$ cat src/rtl/conv_pkg.sv
// Shared constants, derived geometry and FSM state encoding for the 3x3
// convolution window sequencer.
package conv_pkg;

    localparam int IMG_W  = 8;
    localparam int IMG_H  = 8;
    localparam int K      = 3;

    // Valid-window output geometry
    localparam int OUT_W  = IMG_W - K + 1;
    localparam int OUT_H  = IMG_H - K + 1;

    localparam int ADDR_W = $clog2(IMG_W * IMG_H);
    localparam int OIDX_W = $clog2(OUT_W * OUT_H);

    // Kernel coefficient index 0..K*K-1
    localparam int TAP_W  = 4;

    // Coordinate counters carry one spare bit so the row counter can step
    // one past the last output row on the final handshake without wrapping.
    localparam int CNT_W  = $clog2((IMG_W > IMG_H) ? IMG_W : IMG_H) + 1;

    typedef enum logic [2:0] {
        ST_IDLE   = 3'd0,
        ST_ISSUE  = 3'd1,
        ST_DRAIN  = 3'd2,
        ST_RESULT = 3'd3,
        ST_FIN    = 3'd4
    } state_e;

endpackage

$ cat src/rtl/conv_win_addr_gen.sv
// Nested kx/ky/col/row counters for the window walk. Produces the RAM read
// address, kernel tap index and output pixel index combinationally from the
// current counter values, plus end-of-window / end-of-frame flags.
module conv_win_addr_gen
    import conv_pkg::*;
(
    input  logic              clk,
    input  logic              rst_n,
    input  logic              clear,     // zero all counters (wins over steps)
    input  logic              step_tap,  // advance kx, then ky
    input  logic              step_win,  // advance col, then row
    output logic [ADDR_W-1:0] addr,
    output logic [TAP_W-1:0]  tap_idx,
    output logic [OIDX_W-1:0] res_idx,
    output logic              tap_end,   // current tap is (K-1, K-1)
    output logic              win_end    // current window is the last one
);

    localparam logic [CNT_W-1:0] K_LAST   = CNT_W'(K - 1);
    localparam logic [CNT_W-1:0] COL_LAST = CNT_W'(OUT_W - 1);
    localparam logic [CNT_W-1:0] ROW_LAST = CNT_W'(OUT_H - 1);

    logic [CNT_W-1:0] kx_q,  kx_d;
    logic [CNT_W-1:0] ky_q,  ky_d;
    logic [CNT_W-1:0] col_q, col_d;
    logic [CNT_W-1:0] row_q, row_d;

    logic [ADDR_W-1:0] y_pos;
    logic [ADDR_W-1:0] x_pos;

    // Counter next-state: kernel taps wrap back to (0,0) after the last tap
    always_comb begin
        kx_d  = kx_q;
        ky_d  = ky_q;
        col_d = col_q;
        row_d = row_q;
        if (clear) begin
            kx_d  = '0;
            ky_d  = '0;
            col_d = '0;
            row_d = '0;
        end else begin
            if (step_tap) begin
                if (kx_q == K_LAST) begin
                    kx_d = '0;
                    ky_d = (ky_q == K_LAST) ? '0 : ky_q + 1'b1;
                end else begin
                    kx_d = kx_q + 1'b1;
                end
            end
            if (step_win) begin
                if (col_q == COL_LAST) begin
                    col_d = '0;
                    row_d = row_q + 1'b1;
                end else begin
                    col_d = col_q + 1'b1;
                end
            end
        end
    end

    // Counter registers
    always_ff @(posedge clk or negedge rst_n) begin
        if (!rst_n) begin
            kx_q  <= '0;
            ky_q  <= '0;
            col_q <= '0;
            row_q <= '0;
        end else begin
            kx_q  <= kx_d;
            ky_q  <= ky_d;
            col_q <= col_d;
            row_q <= row_d;
        end
    end

    // Address / index arithmetic in unsigned ADDR_W / OIDX_W widths
    always_comb begin
        y_pos   = ADDR_W'(row_q) + ADDR_W'(ky_q);
        x_pos   = ADDR_W'(col_q) + ADDR_W'(kx_q);
        addr    = y_pos * ADDR_W'(IMG_W) + x_pos;
        tap_idx = TAP_W'(ky_q) * TAP_W'(K) + TAP_W'(kx_q);
        res_idx = OIDX_W'(row_q) * OIDX_W'(OUT_W) + OIDX_W'(col_q);
        tap_end = (kx_q == K_LAST) && (ky_q == K_LAST);
        win_end = (col_q == COL_LAST) && (row_q == ROW_LAST);
    end

endmodule

$ cat src/rtl/conv_window_sequencer.sv
// Frame-level controller for the 3x3 convolution datapath: walks every valid
// window in raster order, issues the K*K RAM reads, tags the returning taps
// (one-cycle RAM latency) for the MAC, then holds the result until accepted.
module conv_window_sequencer
    import conv_pkg::*;
(
    input  logic              clk,
    input  logic              rst_n,
    input  logic              start,
    input  logic              abort,
    output logic              busy,
    output logic              done,
    output logic              ram_rd_en,
    output logic [ADDR_W-1:0] ram_addr,
    output logic              tap_valid,
    output logic [TAP_W-1:0]  tap_idx,
    output logic              tap_first,
    output logic              tap_last,
    output logic              res_valid,
    output logic [OIDX_W-1:0] res_idx,
    input  logic              res_ready
);

    localparam logic [TAP_W-1:0] TAP_LAST = TAP_W'(K * K - 1);

    state_e state_q, state_d;

    logic              cnt_clear;
    logic              cnt_step_tap;
    logic              cnt_step_win;
    logic [ADDR_W-1:0] gen_addr;
    logic [TAP_W-1:0]  gen_tap_idx;
    logic [OIDX_W-1:0] gen_res_idx;
    logic              gen_tap_end;
    logic              gen_win_end;

    logic              tap_valid_q;
    logic [TAP_W-1:0]  tap_idx_q;
    logic              tap_first_q;
    logic              tap_last_q;

    conv_win_addr_gen u_addr_gen (
        .clk      (clk),
        .rst_n    (rst_n),
        .clear    (cnt_clear),
        .step_tap (cnt_step_tap),
        .step_win (cnt_step_win),
        .addr     (gen_addr),
        .tap_idx  (gen_tap_idx),
        .res_idx  (gen_res_idx),
        .tap_end  (gen_tap_end),
        .win_end  (gen_win_end)
    );

    // Next-state and counter control; abort overrides everything, including start
    always_comb begin
        state_d      = state_q;
        cnt_clear    = 1'b0;
        cnt_step_tap = 1'b0;
        cnt_step_win = 1'b0;
        if (abort) begin
            state_d   = ST_IDLE;
            cnt_clear = 1'b1;
        end else begin
            case (state_q)
                ST_IDLE: begin
                    if (start) begin
                        state_d   = ST_ISSUE;
                        cnt_clear = 1'b1;
                    end
                end
                ST_ISSUE: begin
                    cnt_step_tap = 1'b1;
                    if (gen_tap_end) begin
                        state_d = ST_DRAIN;
                    end
                end
                ST_DRAIN: begin
                    state_d = ST_RESULT;
                end
                ST_RESULT: begin
                    if (res_ready) begin
                        cnt_step_win = 1'b1;
                        state_d      = gen_win_end ? ST_FIN : ST_ISSUE;
                    end
                end
                ST_FIN: begin
                    state_d   = ST_IDLE;
                    cnt_clear = 1'b1;
                end
                default: begin
                    state_d   = ST_IDLE;
                    cnt_clear = 1'b1;
                end
            endcase
        end
    end

    // State register
    always_ff @(posedge clk or negedge rst_n) begin
        if (!rst_n) begin
            state_q <= ST_IDLE;
        end else begin
            state_q <= state_d;
        end
    end

    // Tap tag pipeline: issue-cycle tags delayed to line up with RAM data;
    // abort kills any tap still in flight
    always_ff @(posedge clk or negedge rst_n) begin
        if (!rst_n) begin
            tap_valid_q <= 1'b0;
            tap_idx_q   <= '0;
            tap_first_q <= 1'b0;
            tap_last_q  <= 1'b0;
        end else if (abort || (state_q != ST_ISSUE)) begin
            tap_valid_q <= 1'b0;
            tap_idx_q   <= '0;
            tap_first_q <= 1'b0;
            tap_last_q  <= 1'b0;
        end else begin
            tap_valid_q <= 1'b1;
            tap_idx_q   <= gen_tap_idx;
            tap_first_q <= (gen_tap_idx == '0);
            tap_last_q  <= (gen_tap_idx == TAP_LAST);
        end
    end

    // Outputs decoded from the registered state; address/index zeroed when idle
    always_comb begin
        busy      = (state_q != ST_IDLE);
        done      = (state_q == ST_FIN);
        ram_rd_en = (state_q == ST_ISSUE);
        ram_addr  = ram_rd_en ? gen_addr : '0;
        res_valid = (state_q == ST_RESULT);
        res_idx   = res_valid ? gen_res_idx : '0;
        tap_valid = tap_valid_q;
        tap_idx   = tap_idx_q;
        tap_first = tap_first_q;
        tap_last  = tap_last_q;
    end

endmodule

$ cat config.mk
export PLATFORM = sky130hd
export DESIGN_NAME = conv_window_sequencer
export DESIGN_NICKNAME = d
export VERILOG_FILES = /design/src/rtl/conv_pkg.sv /design/src/rtl/conv_win_addr_gen.sv /design/src/rtl/conv_window_sequencer.sv
export SDC_FILE = /design/constraint.sdc
export NUM_CORES = 1
export LEC_CHECK = 0
export ABC_AREA = 0
export BUFFER_PORTS_ARGS = -buffer_cell sky130_fd_sc_hd__clkbuf_2
export CAP_MARGIN = 20
export CORE_AREA = 2 2 65 67
export CTS_CLUSTER_DIAMETER = 120
export DETAILED_ROUTE_END_ITERATION = 16
export DIE_AREA = 0 0 67 69
export MAX_ROUTING_LAYER = met4
export PLACE_DENSITY = 0.74
export SLEW_MARGIN = 20
export SYNTH_ARGS = -nofsm -noshare
export SYNTH_HDL_FRONTEND = slang
export SYNTH_SLANG_ARGS = --single-unit
$ cat constraint.sdc
create_clock -name clk -period 2.7 [get_ports clk]
set_input_delay 0.54 -clock clk [delete_from_list [all_inputs] [get_ports clk]]
set_output_delay 0.54 -clock clk [all_outputs]
set_load 0.01 [all_outputs]
### Yosys cells after proc, flatten, opt, wreduce, memory -nomap -nowiden

Cells that the tools add are included.

* register bits after elaboration: 26
* latch bits: 0
* memory bits (writable): 0
* memory bits (read-only): 0
* input port bits: 5
* output and inout bits: 23
* word-level logic and storage cells: 80
* memories kept: 0

* $add $sub $neg: 9
* multiply operators: 2
* div/mod/pow operators: 0
* $lt $le $gt $ge: 0
* eq/ne operators: 13
* shift-type cells: 0
* mux-type cells: 33
* bitwise gates (word level): 0
* reductions and logical operators: 14

Operators with widths (number)
* two-way mux 4 bit: 14
* adder 4 x 1 -> 4 bit (second input constant): 4
* two-way mux 3 bit: 5
* two-way mux 6 bit: 2
* one-hot mux 3 bit (4 select lines): 1
* two-way mux 1 bit: 10
* equality test 4 x 2 -> 1 bit (second input constant): 2
* equality test 4 x 3 -> 1 bit (second input constant): 2
* nonzero test 2 bit: 4
* adder 6 x 4 -> 6 bit: 1
* adder 6 bit: 1
* equality test 3 x 2 -> 1 bit (second input constant): 2
* != test 3 x 2 -> 1 bit (second input constant): 2
* adder 4 x 4 -> 5 bit: 1
* multiplier 4 x 2 -> 5 bit (second input constant): 1
* adder 4 bit: 1
* equality test 4 bit (second input constant): 1
* logical NOT 4 bit: 1
* multiplier 4 x 2 -> 4 bit (second input constant): 1
* AND reduction 2 bit: 2
* adder 3 bit: 1
* equality test 3 x 1 -> 1 bit (second input constant): 1
* equality test 3 bit (second input constant): 1
* logical NOT 3 bit: 1
* other kinds (8): 9

### Depth between registers and ports, before layout

Gate-level depths: netlist of the first run.

* word-level depth: 6
* mapped depth: 10

### Cells and area by module

A second synthesis of the first run with hierarchy kept.

* cell total of the unflattened synthesis: 213
* area, all modules: 2049.5 µm²

By module, submodules not included
* conv_win_addr_gen: instances 1, cells an instance 161, area each 1530.2 µm²
* conv_window_sequencer: instances 1, cells an instance 52, area each 519.2 µm²

### Least setup slack after synthesis of the first run

OpenSTA, ideal clock, no wires.

* path type: flip-flop to output port
* from: register u_addr_gen.col_q[1]
* to: output ram_addr[5]
* arrival time: 2.158 ns
* data required time: 2.160 ns
* slack: 0.002 ns
* stages on the path, launching flop included: 11
* path buffers: 0
* cells stage by stage: dfrtp_1 > ha_1 > a21o_1 > a21oi_1 > xnor2_1 > ha_1 > inv_1 > fa_1 > xnor2_1 > xnor2_1 > nor2_1

* word-level cells in the longest chain between the ends: 3

RTL lines
* start: declaration: line conv_win_addr_gen.sv:25 `logic [CNT_W-1:0] col_q, col_d;`
* start signal: assignment: line conv_win_addr_gen.sv:72 `col_q <= col_d;`
* adder 4 x 4 -> 5 bit: line conv_win_addr_gen.sv:80 `x_pos = ADDR_W'(col_q) + ADDR_W'(kx_q);`
* adder 6 bit: line conv_win_addr_gen.sv:81 `addr = y_pos * ADDR_W'(IMG_W) + x_pos;`
* two-way mux 6 bit: line conv_window_sequencer.sv:134 `ram_addr = ram_rd_en ? gen_addr : '0;`
* end: declaration: line conv_window_sequencer.sv:14 `output logic [ADDR_W-1:0] ram_addr,`

Every way passes these cells.

### Worst setup path in the final report of the first run

Ends and elaborated chain as after synthesis.

==> impl_metrics.ini, run 1 <==
[outcome]
outcome = finished with violations
violations = setup timing

[routing]
dr.pass1.iters = 5
drcViolationCount = 0
wl_um = 4320
drtIter0Drc = 94
vias = 1612
wl_per_cell_um = 14.3
highest_layer = met4
viasPerCell = 5.34
route.met3.wl_um = 189
ant_nets = 0
wl_met2_um = 2090
wirelength_met1_um = 2010

[logic_synthesis]
async_flop_share = 1.00
synth_compound_area_frac = 0.0909
muxShareOfSynthArea = 0.00512
synth-edff-count = 0
synthSimpleGateAreaFrac = 0.205
synth.distinct_cells = 38
synth_fp_nets = 240
postSynthCellCount = 203
syn_area_per_cell_um2 = 9.63
synth_ff_type = dfrtp_1
yosysSeqAreaShare = 0.333
synth_warnings = 0
synth_fa_ha_area_frac = 0.235
synth-xor-area-share = 0.0787
ys_ff_latch = 26
synth_top_family_by_area = adder cells
netlist_area_um2 = 1960

[worst_setup_path]
crit_chain = ha_1 -> a21o_1 -> a21oi_2 -> xnor2_1 -> ha_2 -> inv_2 -> fa_2 -> xnor2_2 -> xnor2_1 -> nor2_1 -> buf_2
required_ns = 2.16
slowest_stage = dfrtp_1
slowest_delay_ns = 0.39
path_class = reg -> out
cp_data_arrival_time_ns = 2.49
crit_path_max_fanout = 2
rr_worst_depth = 7
crit_path_end_kind = primary output
critPathLaunchType = register
crit_top_cell = xnor2_1

[floorplanning]
die-height_um = 69
fp.coreArea_um2 = 3910
placementRows = 23
die_area_um2 = 4620
die_x_um = 67
initial_core_util = 0.500
num_io_pins = 28

[finish]
area_delta_synth_final_pct = 24.7
layout_common_cells = dfrtp_1 (26), clkbuf_2 (23), nor2_1 (21), buf_4 (21), ha_1 (19)
antenna_cells = 0
num-fill-cells = 337
layout-drive-gt1-share = 0.290
design_area_um2 = 2440
final_common_cell = dfrtp_1
fin_cells = 302
final_nets = 290

[power]
swShare = 0.254
clock_power_share = 0.347
power_frac_comb = 0.108
powerDensity_nw_per_um2 = 303
seqPwrFrac = 0.545
p_sw_w = 0.000187
power_w = 0.000739
intPower_w = 0.000552
vdd_drop_max_mv = 0.190
p_leak_nw = 1.25

[clock_network]
cts_sinks = 26
cts_tree = yes
cts.htree.levels = 1
clockBufferDepth = 2
insertion_delay_ns = 0.27
cts.clk_slew.worst_paths_ns = 0.09
cts_buffers = 3
root_buffer = clkbuf_8

[global_routing]
grt_pass1_wl_um = 7390
grt_max_degree = 27
track_usage = 0.206
overflow = 0
grt_pass1_vias = 1564
grt_antenna_before_repair = 0

[sta]
tightest_slew_ns = 0.715
maxSlewHeadroom = 0.519
fmax_mhz = 330
hold_ws_ns = 0.285
fin_ws_ns = -0.329
fin_skew_ns = 0.000831
slew_viol_final = 0
period_needed_ns = 3.03
setup_viol = 4
timing_hold_violations_final = 0
rsz0062_at_grt = yes
timing.final.crit_share = 1.12

[job]
cap_viol_max_count = 0

[placement]
placed_cell_area_um2 = 2250
port_buffers = 27
dp_cells = 292
place_congestion = 0.802
dpl.hpwl_um = 3040

[min_path]
hp-class = in -> async
## cells in the mapped netlist (all sizes together), types with 2 or more instances
cell type / n / area [µm²]
and2: 11 / 68.8
nand2: 12 / 52.6
xnor2: 10 / 87.6
and3: 4 / 25.0
or4: 2 / 15.0
ha: 24 / 300
o21ai: 6 / 30.0
a21oi: 17 / 85.1
nand4: 3 / 18.8
xor2: 5 / 43.8
clkbuf: 4 / 15.0
nor2: 22 / 82.6
a21o: 3 / 22.5
buf: 2 / 18.8
nand3: 3 / 15.0
inv: 16 / 60.1
or3: 4 / 25.0
fa: 8 / 160
nor3: 5 / 25.0
dfrtp: 26 / 651
## per-layer routing
metal  global-route usage  vias up
li1                     -      781
met1                0.298      784
met2                0.320       45
met3               0.0196        2
met4               0.0340        0
met5                    -        -
## power groups by stage
stage                     sequential, W  clock [W]  combinational (W)
final                          0.000403   0.000257          0.0000800
after CTS                      0.000402   0.000259          0.0000788
after global routing           0.000404   0.000273          0.0000918
after floorplan                0.000409          0          0.0000520
after global placement         0.000409          0          0.0000763
after detailed placement       0.000409          0          0.0000775
## logic make-up (layout without fill, tap and decap cells)
family                     after synthesis  in the layout
and+or+nand+nor                         74             74
adders and majority gates               32             32
AOI/OAI and AO/OA                       31             31
DFF                                     26             26
buffers and inverters                   23             72
xor gates and xnor gates                16             16
muxes                                    1              1
## worst paths after layout
kind,startpoint,to,slack (ns)
max,u_addr_gen.col_q[1],ram_addr[5],-0.33
min,rst_n,tap_idx[1],0.28
max reg2reg,u_addr_gen.ky_q[0],tap_first,0.39
min reg2reg,u_addr_gen.ky_q[3],u_addr_gen.ky_q[3],0.57
max in group asynchronous,rst_n,state_q[1],1.99
min in group clk,abort,tap_valid,0.51
## worst max-delay path: cells and delay by family (launching register included)
| family | cells | cell delay (ns) |
|---|---|---|
| AO/OA/AOI/OAI | 2 | 0.29 |
| XOR/XNOR | 3 | 0.44 |
| adder cells (fa/ha/maj) | 3 | 0.84 |
| buffers and inverters | 2 | 0.19 |
| flip-flops | 1 | 0.39 |
| AND/OR/NAND/NOR | 1 | 0.06 |
## per-stage QoR
step           worst slack, ns  setup TNS (ns)   util
6_report                -0.329          -0.797  0.623
3_5_place_dp           -0.0801          -0.169  0.576
2_1_floorplan          0.00184               0      -
3_3_place_gp           -0.0234         -0.0234  0.576
5_1_grt                 -0.431           -1.14  0.623
4_1_cts                 -0.366          -0.864  0.614
## what timing repair did
item	in CTS	in global routing
endpoints found under the setup margin	5	5
gates resized for setup	17	6
hold buffers	0	0
pin swaps	16	7
buffers inserted	5	2
## cell type report
cell class,count,area [µm²],share of cell area
Multi-Input combinational cell,154,1270,0.523
Sequential cell,26,651,0.267
Timing Repair Buffer,51,327,0.134
Inverter,17,68.8,0.0282
Tap cell,50,62.6,0.0257
Clock buffer,4,55.1,0.0226
## flip-flops by register name, indices dropped and copies added (netlist names)
| register | count |
|---|---|
| tap_valid | 1 |
| u_addr_gen.kx_q | 4 |
| state_q | 3 |
| u_addr_gen.row_q | 4 |
| u_addr_gen.ky_q | 4 |
| tap_first | 1 |
| u_addr_gen.col_q | 4 |
| tap_last | 1 |
| tap_idx | 4 |
No activity file was read; power rests on OpenSTA's default activity.
==> run 2, diff against run 1 <==
--- a/config.mk
+++ b/config.mk
@@ -6,7 +6,7 @@
 export NUM_CORES = 1
 export LEC_CHECK = 0
 export ABC_AREA = 0
-export BUFFER_PORTS_ARGS = -buffer_cell sky130_fd_sc_hd__clkbuf_2
+export BUFFER_PORTS_ARGS = -buffer_cell sky130_fd_sc_hd__buf_2
 export CAP_MARGIN = 20
 export CORE_AREA = 2 2 65 67
 export CTS_CLUSTER_DIAMETER = 120
==> run 2 against run 1 <==
Against the previous run: the flow still finishes with violations (setup timing); final area decreased by 1.1%; sequential share of layout area grew 0.29 points; first-iteration DRC count shrank 48%; die area unchanged; flip-flop and latch count unchanged; setup slack got worse by 0.020 ns; critical path depth unchanged; wire length shrank 1.5%; maximum frequency decreased by 0.66%; hold slack lost 0.031 ns; global-route usage is 0.16 points higher; critical endpoint unchanged; largest power group unchanged; highest routed layer unchanged.
==> impl_metrics.ini, run 2 (synthesis results as in run 1) <==
[sta]
timing_hold_violations_final = 0
fin_skew_ns = 0.00371
rsz0062_at_grt = yes
period_needed_ns = 3.05
maxSlewHeadroom = 0.528
final.setup.tns_ns = -0.943
fmax_mhz = 328
slew_viol_final = 0
setup_viol = 4
tightest_slew_ns = 0.702
fin_ws_ns = -0.349
hold_ws_ns = 0.254
timing.final.crit_share = 1.13

[power]
p_leak_nw = 1.26
power_w = 0.000741
vdd_drop_max_mv = 0.197
powerDensity_nw_per_um2 = 307

[global_routing]
grt_max_degree = 27
grt_antenna_before_repair = 0
track_usage = 0.208
grt_pass1_vias = 1530
grt_pass1_wl_um = 7360
overflow = 0

[clock_network]
cts_sinks = 26
cts.htree.levels = 1
clockBufferDepth = 2
root_buffer = clkbuf_8
ctsHoldBuffers = 0
cts_tree = yes
insertion_delay_ns = 0.27
cts.clk_slew.worst_paths_ns = 0.10
cts_buffers = 3

[routing]
drtIter0Drc = 49
wl_per_cell_um = 14.2
ant_nets = 0
vias = 1547
wl_um = 4260
dr.pass1.iters = 4
drcViolationCount = 0
viasPerCell = 5.17

[floorplanning]
initial_core_util = 0.500
num_io_pins = 28
die_area_um2 = 4620
placementRows = 23
die_x_um = 67
die-height_um = 69
fp.coreArea_um2 = 3910

[finish]
ff_latch_area_um2 = 651
fin_util = 0.616
multi_input_area_um2 = 1270
area_delta_synth_final_pct = 23.4
antenna_cells = 0
design_area_um2 = 2410
final_nets = 287
layout_common_cells = buf_2 (27), dfrtp_1 (26), nor2_1 (22)
num-fill-cells = 349
final_common_cell = buf_2
layout-drive-gt1-share = 0.269

[job]
cap_viol_max_count = 0

[worst_setup_path]
slowest_stage = dfrtp_1
slowest_delay_ns = 0.41
reg2reg_slack_ns = 0.39
critPathLaunchType = register
required_ns = 2.16
crit_path_max_fanout = 2
cp_data_arrival_time_ns = 2.51
crit_chain = ha_1 -> a21o_1 -> a21oi_2 -> xnor2_1 -> ha_1 -> inv_1 -> fa_2 -> xnor2_2 -> xnor2_1 -> nor2_1 -> buf_2
crit_path_end_kind = primary output
path_class = reg -> out

[placement]
place_congestion = 0.804
placed_cell_area_um2 = 2250
dpl.hpwl_um = 3130
port_buffers = 27

[outcome]
violations = setup timing
outcome = finished with violations

[min_path]
hp-class = in -> async
==> run 2: changes by cell type in the layout (fill, tap and decap cells not counted), moves of 2 or more <==
cell	previous run	this run
buf_2	4	27
buf_4	21	19
ha_1	19	21
clkbuf_2	23	0
ha_2	3	1
==> run 2: metal layers <==
| layer | GRT usage | share of wire | up-vias |
|---|---|---|---|
| met5 | - | 0 | - |
| met4 | 0.0431 | 0.0061 | 0 |
| met3 | 0.0196 | 0.030 | 4 |
| met2 | 0.321 | 0.48 | 33 |
| met1 | 0.298 | 0.48 | 736 |
| li1 | - | - | 774 |
==> run 2: final timing paths <==
path,to,startpoint,cells after the start
setup / recovery,ram_addr[5],u_addr_gen.col_q[1],11
hold / removal,u_addr_gen.ky_q[3],rst_n,1
setup reg to reg,tap_first,u_addr_gen.ky_q[0],7
hold reg to reg,u_addr_gen.ky_q[3],u_addr_gen.ky_q[3],2
max in group asynchronous,u_addr_gen.col_q[0],rst_n,1
min in group clk,tap_valid,abort,2
==> run 2: critical path, delay by kind of cell, from the launching register on <==
kind,cells,cell delay [ns]
compound gates,2,0.31
simple gates,1,0.06
buf+inv,2,0.20
flops,1,0.41
xor+xnor,3,0.44
fa+ha+maj,3,0.82
==> run 2: repair_timing <==
item / in CTS / in global routing
endpoints found under the setup margin: 5 / 5
pin swaps: 7 / 6
setup buffers: 3 / 1
resized for setup: 12 / 3
==> run 2: power breakdown <==
group / switching (W) / internal, W / leakage, nW
combinational: 0.0000529 / 0.0000244 / 0.866
sequential: 0.00000651 / 0.000396 / 0.361
clock: 0.000131 / 0.000131 / 0.0288
==> run 2: metrics by stage <==
step,worst slack (ns),std cells
after floorplan,0.00184,203
after global placement,-0.0337,291
after detailed placement,-0.0875,291
after CTS,-0.337,298
after global routing,-0.506,299
final,-0.349,299
==> run 2: area by class of cell <==
| class | count | area share |
|---|---|---|
| Multi-Input combinational cell | 154 | 0.529 |
| Clock buffer | 4 | 0.0228 |
| Timing Repair Buffer | 48 | 0.124 |
| Sequential cell | 26 | 0.270 |
| Tap cell | 50 | 0.0259 |
| Inverter | 17 | 0.0285 |
